--- config.mk ---
export PLATFORM = sky130hd
export DESIGN_NAME = instr_fetch_unit
export DESIGN_NICKNAME = d
export VERILOG_FILES = /design/src/rtl/fetch_pkg.sv /design/src/rtl/fetch_queue.sv /design/src/rtl/instr_fetch_unit.sv
export SDC_FILE = /design/constraint.sdc
export NUM_CORES = 1
export LEC_CHECK = 0
export ABC_CLOCK_PERIOD_IN_PS = 5400
export CORE_MARGIN = 2
export CORE_UTILIZATION = 56
export CTS_CLUSTER_SIZE = 28
export DETAILED_ROUTE_END_ITERATION = 6
export PLACE_DENSITY = 0.87
export SETUP_SLACK_MARGIN = 0.1
export SLEW_MARGIN = 20
export SYNTH_ARGS = -nofsm -noshare
export SYNTH_HDL_FRONTEND = slang
export SYNTH_SLANG_ARGS = --single-unit
--- constraint.sdc ---
create_clock -name clk -period 5.4 [get_ports clk]
set_clock_uncertainty 0.05 [all_clocks]
set_input_delay 1.08 -clock clk [delete_from_list [all_inputs] [get_ports clk]]
set_output_delay 1.08 -clock clk [all_outputs]
set_load 0.01 [all_outputs]
--- src/rtl/fetch_pkg.sv ---
// Shared types and default constants for the instruction fetch unit.
//   fetch_state_t : fetch sequencer states
//   fetch_entry_t : one prefetch-queue slot {instr, pc}
//   DEFAULT_RESET_PC / DEFAULT_HALT_WORD : default parameter values for the top
package fetch_pkg;

  localparam logic [31:0] DEFAULT_RESET_PC  = 32'h0000_0000;
  localparam logic [31:0] DEFAULT_HALT_WORD = 32'hFFFF_FFFF;

  typedef enum logic [1:0] {
    IDLE   = 2'd0,
    FETCH  = 2'd1,
    HALTED = 2'd2
  } fetch_state_t;

  typedef struct packed {
    logic [31:0] instr;
    logic [31:0] pc;
  } fetch_entry_t;

endpackage

--- src/rtl/fetch_queue.sv ---
// Two-entry synchronous FIFO of fetch entries.
//   clk, rst_n : clock, synchronous active-low reset (clears contents)
//   push, push_data : enqueue request and entry
//   pop        : dequeue head (ignored when empty)
//   flush      : drop all entries; wins over push and pop
//   full, empty, head : status and current head entry
// Handshake: an entry is transferred out on any cycle where the consumer
// sees !empty and asserts pop; a push is accepted when not full or when a
// pop happens in the same cycle.
module fetch_queue
  import fetch_pkg::*;
(
  input  logic         clk,
  input  logic         rst_n,
  input  logic         push,
  input  fetch_entry_t push_data,
  input  logic         pop,
  input  logic         flush,
  output logic         full,
  output logic         empty,
  output fetch_entry_t head
);

  fetch_entry_t r_head;
  fetch_entry_t r_tail;
  logic [1:0]   r_count;
  logic         w_pop;
  logic         w_push;

  assign w_pop  = pop && (r_count != 2'd0);
  assign w_push = push && ((r_count != 2'd2) || w_pop);

  always_ff @(posedge clk) begin
    if (!rst_n) begin
      r_head  <= '0;
      r_tail  <= '0;
      r_count <= 2'd0;
    end else if (flush) begin
      r_count <= 2'd0;
    end else begin
      case ({w_push, w_pop})
        2'b10: begin
          if (r_count == 2'd0) r_head <= push_data;
          else                 r_tail <= push_data;
          r_count <= r_count + 2'd1;
        end
        2'b01: begin
          r_head  <= r_tail;
          r_count <= r_count - 2'd1;
        end
        2'b11: begin
          // Occupancy is unchanged; the new entry lands behind whatever remains.
          if (r_count == 2'd2) begin
            r_head <= r_tail;
            r_tail <= push_data;
          end else begin
            r_head <= push_data;
          end
        end
        default: ;
      endcase
    end
  end

  assign full  = (r_count == 2'd2);
  assign empty = (r_count == 2'd0);
  assign head  = r_head;

endmodule

--- src/rtl/instr_fetch_unit.sv ---
// Instruction fetch sequencer for a combinational-read instruction ROM.
// Owns the byte PC, drives the ROM word address, buffers fetched words in a
// 2-entry prefetch queue and presents the head to decode.
//   clk, rst_n      : clock, synchronous active-low reset
//   en              : fetch enable
//   redirect_valid, redirect_pc : branch/jump redirect (bits [1:0] ignored)
//   imem_address, imem_read     : ROM word address / same-cycle data
//   instr_valid, instr_data, instr_pc, instr_ready : decode handshake
//   halted          : fetch stopped on the halt word
//   o_dbg_state     : current sequencer state, for observation
// Handshake: the head transfers to decode on any cycle where instr_valid
// and instr_ready are both high; instr_valid never depends on instr_ready.
module instr_fetch_unit
  import fetch_pkg::*;
#(
  parameter int          D         = 6,
  parameter int          W         = 32,
  parameter logic [31:0] RESET_PC  = DEFAULT_RESET_PC,
  parameter logic [31:0] HALT_WORD = DEFAULT_HALT_WORD
) (
  input  logic         clk,
  input  logic         rst_n,
  input  logic         en,
  input  logic         redirect_valid,
  input  logic [31:0]  redirect_pc,
  output logic [D-1:0] imem_address,
  input  logic [W-1:0] imem_read,
  output logic         instr_valid,
  output logic [W-1:0] instr_data,
  output logic [31:0]  instr_pc,
  input  logic         instr_ready,
  output logic         halted,
  output logic [1:0]   o_dbg_state
);

  fetch_state_t r_state;
  fetch_state_t w_state_next;
  logic [31:0]  r_pc;
  logic         w_push;
  logic         w_pop;
  logic         w_full;
  logic         w_empty;
  fetch_entry_t w_head;
  fetch_entry_t w_push_entry;

  // A redirect hides the head so decode never consumes a wrong-path word.
  assign instr_valid = !w_empty && !redirect_valid;
  assign w_pop       = instr_valid && instr_ready;
  assign w_push      = (r_state == FETCH) && en && !redirect_valid &&
                       (!w_full || w_pop);

  assign w_push_entry = '{instr: imem_read, pc: r_pc};
  assign imem_address = r_pc[D+1:2];

  always_comb begin
    w_state_next = r_state;
    if (redirect_valid) begin
      w_state_next = FETCH;
    end else begin
      case (r_state)
        FETCH: begin
          if (!en)                                 w_state_next = IDLE;
          else if (w_push && imem_read == HALT_WORD) w_state_next = HALTED;
        end
        IDLE:    if (en) w_state_next = FETCH;
        HALTED:  w_state_next = HALTED;
        default: w_state_next = FETCH;
      endcase
    end
  end

  always_ff @(posedge clk) begin
    if (!rst_n) begin
      r_state <= FETCH;
      r_pc    <= RESET_PC;
    end else begin
      r_state <= w_state_next;
      if (redirect_valid) r_pc <= redirect_pc & 32'hFFFF_FFFC;
      else if (w_push)    r_pc <= r_pc + 32'd4;
    end
  end

  fetch_queue u_queue (
    .clk       (clk),
    .rst_n     (rst_n),
    .push      (w_push),
    .push_data (w_push_entry),
    .pop       (w_pop),
    .flush     (redirect_valid),
    .full      (w_full),
    .empty     (w_empty),
    .head      (w_head)
  );

  assign instr_data  = w_head.instr;
  assign instr_pc    = w_head.pc;
  assign halted      = (r_state == HALTED);
  assign o_dbg_state = r_state;

endmodule

==> impl_metrics.csv <==
group,metric,value,unit
synth,postSynthCellCount,861,
final_layout,design_area,9055,µm²
clock_tree,numCtsBuffers,17,
drt,vias_per_cell,5.887,
setup_path,arrival,2.56,ns
placed_design,placedCellCount,1097,
placed_design,placed_area,8444,µm²
setup_path,worst-r2r-setup-slack,2.86,ns
clock_tree,cts_buffer_depth,2,
synth,synthDistinctLibCells,59,
timing,worstMarginPinSlew,1.053,ns
power_and_ir_drop,powerDensity,315.5,nW/µm²
synth,synth_top_cell_by_area,"dfxtp_1",
run_status,status,"finished clean",
floorplan,num_rows,41,
clock_tree,tritoncts,"built",
timing,fmax,0.2707,GHz
setup_path,critical_path_class,"in2out",
timing,slew_headroom,0.2912,
synth,ys_seq_area_frac,0.4419,
timing,finalCritPeriodShare,0.6842,
floorplan,core_region_area,12570,µm²
clock_tree,cts_resized,0,
placed_design,io_buffers,138,
job,maxCapViolations,0,
final_layout,fillers,939,
floorplan,io_pins,143,
global_route,antenna_found_initial,0,
timing,min_period,3.695,ns
global_route,grt_pass1_wl,29.45,mm
synth,yosys.area.top_type_share,0.4419,
drt,totalWireLength,18.50,mm
clock_tree,cts-root-buf,"clkbuf_16",
clock_tree,postCtsHoldBufs,0,
placed_design,hpwl,11.76,mm
floorplan,die_w,117.1,µm
global_route,grt_use_total,0.2732,
setup_path,endpoint_kind,"primary output",
global_route,grt_start_max_net_pins,89,
synth,ys.flop_type,"dfxtp_1",
timing,final.setup.tns,0,ns
drt,antenna_left,0,
hold_path,hp-class,"reg2reg",
floorplan,fp.dieH,117.1,µm
timing,setup_viol,0,
synth,avgSynthCellArea,8.314,µm²
synth,async_reset_ff_frac,0,
clock_tree,path_clk_slew,0.06,ns
synth,synth-seq-cells,158,
final_layout,fin_util,0.7205,
synth,synth_area_leaders,"dfxtp_1 (44%), a21oi_1 (9.4%), mux2i_1 (8.8%)",
placed_design,gp_congestion,0.8400,
setup_path,crit_required,4.27,ns
synth,syn_area,7158,µm²
clock_tree,clock_sinks,158,
final_layout,area_growth,26.50,%
synth,synth_edf_count,0,
final_layout,stdcell_count,1129,
drt,drtPass1Iterations,4,
timing,rsz0062_at_grt,"no",
global_route,grt_pass1_vias,6023,
setup_path,cp_max_fo,24,
final_layout,final_nets,1018,
clock_tree,cts_setup_buffers,0,
drt,dr_total_vias,6646,
floorplan,start_util,0.5695,
power_and_ir_drop,p_leak,0.003416,µW
synth,synth_most_common_cell,"dfxtp_1",
setup_path,cp-start-kind,"primary input",
final_layout,diodes,0,
timing,hold_violations,0,
synth,synth_common_cells,"dfxtp_1 (158), nand2_1 (145), a21oi_1 (134)",
timing,slew_viol_final,0,
clock_tree,h-tree-depth,4,
timing,whs,0.4018,ns
synth,ys_warn_count,0,
global_route,grt_overflow,0,
drt,drt-wirelength-per-cell,16.38,µm
power_and_ir_drop,vdd_drop_max,0.2054,mV
drt,drc_errors,0,
clock_tree,clk_latency,0.43,ns
floorplan,die_area,13700,µm²
final_layout,layout-drive-gt1-share,0.05225,
drt,drt_iter0_markers,439,
-- power by group --
part | switching [µW] | leakage [µW] | internal, µW
Sequential | 55.7 | 0.00129 | 1230
Clock | 468 | 0.000283 | 736
Combinational | 184 | 0.00184 | 185
-- cells in the final DEF (no fill, tap or decap), types with 5 or more instances in the layout --
| cell | count |
|---|---|
| dfxtp_1 | 158 |
| nor3_1 | 11 |
| nor4_1 | 11 |
| o21ai_0 | 89 |
| o211ai_1 | 6 |
| a31oi_1 | 16 |
| nand3_1 | 17 |
| buf_4 | 5 |
| xnor2_1 | 8 |
| nand4_1 | 19 |
| clkbuf_16 | 17 |
| o31ai_1 | 11 |
| mux2i_1 | 63 |
| inv_1 | 9 |
| nand2_1 | 145 |
| nor2_1 | 9 |
| and2_1 | 5 |
| or4_1 | 16 |
| clkdlybuf4s50_1 | 137 |
| a21oi_1 | 133 |
-- worst paths after layout --
kind / startpoint / to / depth (start not counted)
hold reg to reg: u_queue.r_tail[24] / u_queue.r_tail[24] / 2
setup / recovery: redirect_valid / instr_valid / 4
setup reg to reg: o_dbg_state[1] / r_pc[29] / 6
hold / removal: u_queue.r_tail[24] / u_queue.r_tail[24] / 2
-- critical path, cell delays in order --
cell	delay [ns]
clkdlybuf4s50_1	0.39
buf_4	0.23
o21ba_2	0.30
clkdlybuf4s50_1	0.56
-- metal layers --
layer / up-vias / part of all wire / track usage
met5: - / 0 / 0
met4: 0 / 0.023 / 0.1122
li1: 3253 / - / -
met1: 3130 / 0.43 / 0.3411
met3: 40 / 0.074 / 0.08290
met2: 223 / 0.47 / 0.4424
-- area by class of cell --
type	count	area [µm²]	area share
clock buffer	21	450.4	0.04974
clock inverter	10	137.6	0.01520
inverter	10	37.54	0.004145
multi-input combinational	612	3582	0.3956
sequential	158	3163	0.3493
tap	172	215.2	0.02377
timing repair buffer	146	1469	0.1622
-- cells by family (layout without fill, tap and decap cells) --
group           after synthesis  in the layout  share of synthesized area
compound gates              275            275                     0.2105
simple gates                259            259                     0.1772
flops                       158            158                     0.4419
buf+inv                      92            187                    0.06380
mux                          63             63                    0.08810
xor+xnor                      9              9                    0.01101
fa+ha+maj                     4              4                   0.006992
other cells                   1              2                  0.0005239
-- state kept, by name, indices dropped and copies added, names as in the netlist --
register,cells
r_pc,30
u_queue.r_count,2
o_dbg_state,2
u_queue.r_tail,62
u_queue.head,62
-- through the flow --
stage | worst slack (ns) | total power [µW]
2_1_floorplan | 2.830 | 1488
3_3_place_gp | 1.651 | 1664
3_5_place_dp | 1.644 | 1672
4_1_cts | 1.694 | 2868
5_1_grt | 1.662 | 2960
6_report | 1.705 | 2857
No activity file was read; power rests on OpenSTA's default activity.
